`src/rtl/ps2_rx_deserializer.sv`:
```
// ps2_rx_deserializer: filtered PS/2 device-to-host frame receiver with host inhibit.
// Optional stalled-frame timeout is enabled by defining PS2_RX_TIMEOUT_EN.
module ps2_rx_deserializer #(
  parameter int clkf = 50000000,
  parameter int filter_len = 8
) (
  input  logic       clk,
  input  logic       reset,
  input  logic       ps2_clk_in,
  input  logic       ps2_dat_in,
  input  logic       inhibit,
  output logic       ps2_clk_oe,
  output logic [7:0] rx,
  output logic       rx_valid,
  output logic       error
);
  localparam int FW = $clog2(filter_len + 1);
  typedef enum logic [1:0] {IDLE, DATA, PARITY, STOP} state_t;
  state_t state;
  logic [1:0] clk_sy, dat_sy;
  logic filt, filt_d, par, ev;
  logic [FW-1:0] fcnt;
  logic [2:0] bit_cnt;
  logic [7:0] shreg;
`ifdef PS2_RX_TIMEOUT_EN
  localparam int tmo_max = clkf / 500;
  localparam int TW = $clog2(tmo_max + 1);
  logic [TW-1:0] tmo;
`endif
  assign ev = filt_d & ~filt & ~inhibit;
  always_ff @(posedge clk) begin
    if (reset) begin
      clk_sy <= 2'b11;
      dat_sy <= 2'b11;
      filt <= 1'b1;
      filt_d <= 1'b1;
      fcnt <= '0;
      state <= IDLE;
      bit_cnt <= '0;
      shreg <= '0;
      par <= 1'b0;
      rx <= '0;
      rx_valid <= 1'b0;
      error <= 1'b0;
      ps2_clk_oe <= 1'b0;
`ifdef PS2_RX_TIMEOUT_EN
      tmo <= '0;
`endif
    end else begin
      clk_sy <= {clk_sy[0], ps2_clk_in};
      dat_sy <= {dat_sy[0], ps2_dat_in};
      filt_d <= filt;
      // level only flips after filter_len consecutive disagreeing samples
      if (clk_sy[1] == filt) fcnt <= '0;
      else if (fcnt == FW'(filter_len - 1)) begin
        filt <= clk_sy[1];
        fcnt <= '0;
      end else fcnt <= fcnt + 1'b1;
      ps2_clk_oe <= inhibit;
      rx_valid <= 1'b0;
      error <= 1'b0;
      if (inhibit) begin
        state <= IDLE;
        bit_cnt <= '0;
      end else if (ev) begin
        case (state)
          IDLE: if (!dat_sy[1]) begin
            state <= DATA;
            bit_cnt <= '0;
          end
          DATA: begin
            shreg <= {dat_sy[1], shreg[7:1]};
            bit_cnt <= bit_cnt + 1'b1;
            if (bit_cnt == 3'd7) state <= PARITY;
          end
          PARITY: begin
            par <= dat_sy[1];
            state <= STOP;
          end
          STOP: begin
            state <= IDLE;
            rx <= shreg;
            rx_valid <= 1'b1;
            error <= ~(^{shreg, par}) | ~dat_sy[1];
          end
          default: state <= IDLE;
        endcase
      end
`ifdef PS2_RX_TIMEOUT_EN
      tmo <= (ev || inhibit || state == IDLE) ? '0 : tmo + 1'b1;
      if (!inhibit && !ev && state != IDLE && tmo == TW'(tmo_max - 1)) begin
        state <= IDLE;
        rx_valid <= 1'b1;
        error <= 1'b1;
        rx <= '0;
      end
`endif
    end
  end
endmodule

```
`config.mk`:
```
export PLATFORM = sky130hd
export DESIGN_NAME = ps2_rx_deserializer
export DESIGN_NICKNAME = d
export VERILOG_FILES = /design/src/rtl/ps2_rx_deserializer.sv
export SDC_FILE = /design/constraint.sdc
export NUM_CORES = 1
export LEC_CHECK = 0
export CORE_ASPECT_RATIO = 1.75
export CORE_MARGIN = 2
export CORE_UTILIZATION = 30
export DETAILED_ROUTE_END_ITERATION = 12
export PLACE_DENSITY = 0.49
export SLEW_MARGIN = 0
export SYNTH_ARGS = -nofsm -noshare
export SYNTH_HDL_FRONTEND = slang
export SYNTH_SLANG_ARGS = --single-unit
```
`constraint.sdc`:
```
create_clock -name clk -period 1.7 [get_ports clk]
set_clock_uncertainty 0.1 [all_clocks]
set_input_delay 0.34 -clock clk [delete_from_list [all_inputs] [get_ports clk]]
set_output_delay 0.34 -clock clk [all_outputs]
set_load 0.005 [all_outputs]
```
======== Word-level counts from Yosys, hierarchy flattened ========
Cells that the tools add are included.
storage, ports and cells
  register bits ........................... 35
  output and inout bits ................... 11
  word-level logic and storage cells ...... 52
cells by class
  $add $sub $neg .......................... 2
  equality and inequality tests ........... 8
  multiplexer cells ....................... 6
  bitwise operators ....................... 10
  reduce and logical (&&, ||, !) cells .... 13
operators with widths
  cell                 count
  $reduce_and 3->1     5
  $reduce_xor 9->1     1
  $pmux 2 s4           1
  $not 1->1            7
  $pmux 3 s2           1
  $reduce_or 3->1      2
  $add 4x1->4 const B  1
  $eq 2x2->1 const B   2
  $eq 4x3->1 const B   1
  $mux 2               2
  $ne 2x2->1 const B   2
  $reduce_or 4->1      1
  $add 3x1->3 const B  1
  $eq 3x3->1 const B   1
  $mux 3               1
  $and 1x1->1          2
  $eq 2x1->1 const B   1
  $logic_not 2->1      1
  $reduce_and 2->1     1
  $reduce_bool 2->1    1
  $reduce_or 2->1      1
  $eq 1x1->1           1
  $mux 1               1
  $or 1x1->1           1

======== Depth between registers and ports, before layout ========
  word-level depth ........................ 5
  depth in mapped cells ................... 6
  depth with buffers taken out ............ 6

======== Worst setup path after synthesis ========
OpenSTA, ideal clock, no wires.
  path kind ............................... register to register
  start ................................... register state[0]
  end ..................................... register bit_cnt[0]
  data arrival time ....................... 1.296 ns
  slack ................................... 0.174 ns
  stages on the path, launching flop included .. 7
  path buffers ............................ 0
  cell sequence ........................... dfxtp_1 > inv_1 > ha_1 > nor2b_1 > o21ai_1 > mux2i_1 > nor3_1
on the way
  cells in the longest elaborated chain, start to end .. 3
RTL lines
  element                                                           RTL line  RTL
  start: declaration                                                19        state_t state;
  start signal: assignment                                          38        state <= IDLE;
  start signal: assignment                                          63        state <= IDLE;
  start signal: assignment                                          68        state <= DATA;
  $eq 2x1->1 / $logic_not 2->1 (equally long branches)              66        case (state)
  $reduce_bool 2->1 (no line) / $ne 2x2->1 (equally long branches)  --
  $reduce_and 3->1 (no line)                                        --
  end signal: assignment                                            73        bit_cnt <= bit_cnt + 1'b1;
  end: declaration                                                  23        logic [2:0] bit_cnt;
Parallel ways exist; a longest one is shown, timed or not.
A chain may end at the register's enable or synchronous reset.

======== Worst setup path in the final report ========
  start ................................... input port inhibit
  end ..................................... register state[0]
on the way
  cells in the longest elaborated chain, start to end .. 3
RTL lines
  element                     RTL line  RTL
  start: declaration          11        input logic inhibit,
  $not 1->1 (no line)         --
  $and 1x1->1                 30        assign ev = filt_d & ~filt & ~inhibit;
  $reduce_and 3->1 (no line)  --
Parallel ways exist; a longest one is shown, timed or not.

==> summary.txt <==
Clk slew on worst S/H paths: 0.08 ns
Site Rows: 33
Most common cell after layout, fill and taps aside: nand2_1
Maxcap violations: 0
Synth warnings: 0
Skew-Pair Late Insertion Delay: 0.29 ns
CP max-delay cell: clkdlybuf4s50_1
Yosys cell types: 26
R2R setup slack: 0.15 ns
Number of synthesized flops with an enable pin: 0
RSZ-0062 raised after global routing: no
Clock buffer count from CTS: 5
Max stage delay on crit path: 0.47 ns
Peak supply drop: 764 uV
Clock Power Share: 50.6%
Core Box Area: 4620 sq um
CP cell instances: clkdlybuf4s50_1 -> nor3b_4 -> nand3_2 -> a2111oi_2
TritonCTS Sinks: 35
Setup Slack @ Placement: -0.210 ns
Syn Inst Count: 156
Synthesized area per cell: 9.13 sq um
Final core utilization: 39.3%
Outcome: finished, final reports clean
CTS Root Cell: clkbuf_8
Slew headroom: 76.1%
Mapped Nets: 168
Worst Path Required: 1.78 ns
CTS Hold Bufs: 0
I/O pin total: 16
Placed Cells: 225
Final Hold Fails: 0
Fraction of the cycle the final worst path needs: 95.4%
Worst setup path class: in2reg
FFs w/ async S/R, synth: 0%
Die Area: 5340 sq um
GPL Wtd Cong: 0.782
Ys flop type: dfxtp_1
Reg power frac: 47.1%
Power per cell area: 969 nW/um^2
H-tree depth: 2
Post-CTS Setup Repair Bufs: 0
R2R depth: 6
Drt initial violations: 14
Fmax: 617 MHz
Combinational Power Share: 2.3%
Startpoint types: input port
Final setup margin: 0.0783 ns
Tot Pwr: 1.76 mW
ANT nets after route: 0
Minimum clock period: 1.62 ns
Die Wd: 56.1 microns
CP Max Fanout: 8
Synthesized area: 1420 sq um
Initial Util: 30.8%
IO buf count: 15
WL final: 2570 microns
Critical path arrival: 1.71 ns
Number of cells on the worst hold path: 1
Drt pass-1 iters: 4
CTS tree: done
WL/cell: 11.0 microns
CP endpoint kind: flop
# resized after CTS: 0
Finished Layout Cells: 233
Antenna diodes: 0
GRT Total Usage: 10.9%
Via count: 1,062
Vias in the first global route: 1,076
Die Height: 95.1 microns
Int Pwr: 1.43 mW
Synthesis-stage register bit count: 35
Layout cells sized above 1: 15.5%
Final Max Slew Viols: 0
Initial antenna violation count: 0
Post-DP HPWL: 1930 microns
Psw: 0.328 mW
Max Buffers Root-to-Sink: 2
Sw Share: 18.6%
Leak: 0.688 nW
First-pass GRT wire length: 4490 microns
Via-to-Cell Ratio: 4.56
Congestion Overflow GR: 0
Setup Viol. Count Final: 0
Register area share after synthesis: 49.2%
Area growth syn-to-layout: 27.5%
Largest net degree at the start of global routing: 13
Drt drc: 0
Worst slew pin tran: 0.358 ns
Nets: 192
Most frequent cells in the layout: 38 x nand2_1, 35 x dfxtp_1, 17 x a21oi_1
Hold Crit Class: reg2reg
## critical path, delay by kind of cell
kind,cells,cell delay [ns]
AOI/OAI and AO/OA,1,0.37
and+or+nand+nor,2,0.53
buffers and inverters,1,0.47
## sequential cells by signal, summed over array words and instances, names as in the netlist
name        count
ps2_clk_oe      1
filt_d          1
clk_sy          2
state           2
rx              8
fcnt            4
par             1
dat_sy          2
shreg           8
bit_cnt         3
rx_valid        1
filt            1
error           1
## cell families after synthesis
kind of cell / after synthesis / synth area share (%)
and+or+nand+nor: 70 / 23.6
DFF: 35 / 49.2
AOI/OAI and AO/OA: 21 / 8.52
xor gates and xnor gates: 10 / 7.12
buffers and inverters: 9 / 2.64
adders and majority gates: 7 / 6.15
muxes: 4 / 2.81
## power groups by stage
stage	combinational, mW	clock, mW	sequential [mW]
floorplan	0.0190	0	0.847
global placement	0.0409	0	0.848
detailed placement	0.0409	0	0.848
CTS	0.0412	0.914	0.829
global route	0.0445	0.952	0.829
finish	0.0408	0.890	0.829
## synthesized netlist by cell type (all sizes together), types with 4 or more instances
master	number	share of area (%)
or2	5	2.2
mux2i	4	2.8
nand2	39	10
dfxtp	35	49
nor2	6	1.6
ha	7	6.2
xnor2	7	4.3
and2	4	1.8
nor3	5	1.8
a21oi	17	6.0
nor2b	5	2.2
## area by class of cell
type	instances	area (sq um)
fill	486	2810
sequential	35	701
multi-input combinational	112	692
timing repair buffer	23	210
clock buffer	5	68.8
clock inverter	3	67.6
tap	52	65.1
inverter	3	11.3
## worst paths after layout
path	startpoint	end
max	inhibit	state[0]
min	dat_sy[0]	dat_sy[1]
max reg2reg	state[0]	bit_cnt[2]
min reg2reg	dat_sy[0]	dat_sy[1]
## routing by layer
| metal | up-vias | routed length [microns] | track usage (%) |
|---|---|---|---|
| li1 | 553 | - | - |
| met1 | 481 | 1050 | 10.6 |
| met2 | 24 | 1350 | 20.0 |
| met3 | 4 | 132 | 3.80 |
| met4 | 0 | 34 | 5.56 |
| met5 | - | 0 | 0 |
## stage by stage
| step | area, sq um | setup TNS, ns | hold slack [ns] |
|---|---|---|---|
| 2_1_floorplan | 1420 | 0 | 0.289 |
| 3_3_place_gp | 1670 | -3.34 | 0.292 |
| 3_5_place_dp | 1670 | -4.11 | 0.293 |
| 4_1_cts | 1810 | 0 | 0.313 |
| 5_1_grt | 1820 | 0 | 0.342 |
| 6_report | 1820 | 0 | 0.310 |
(Power assumes the default switching activity.)
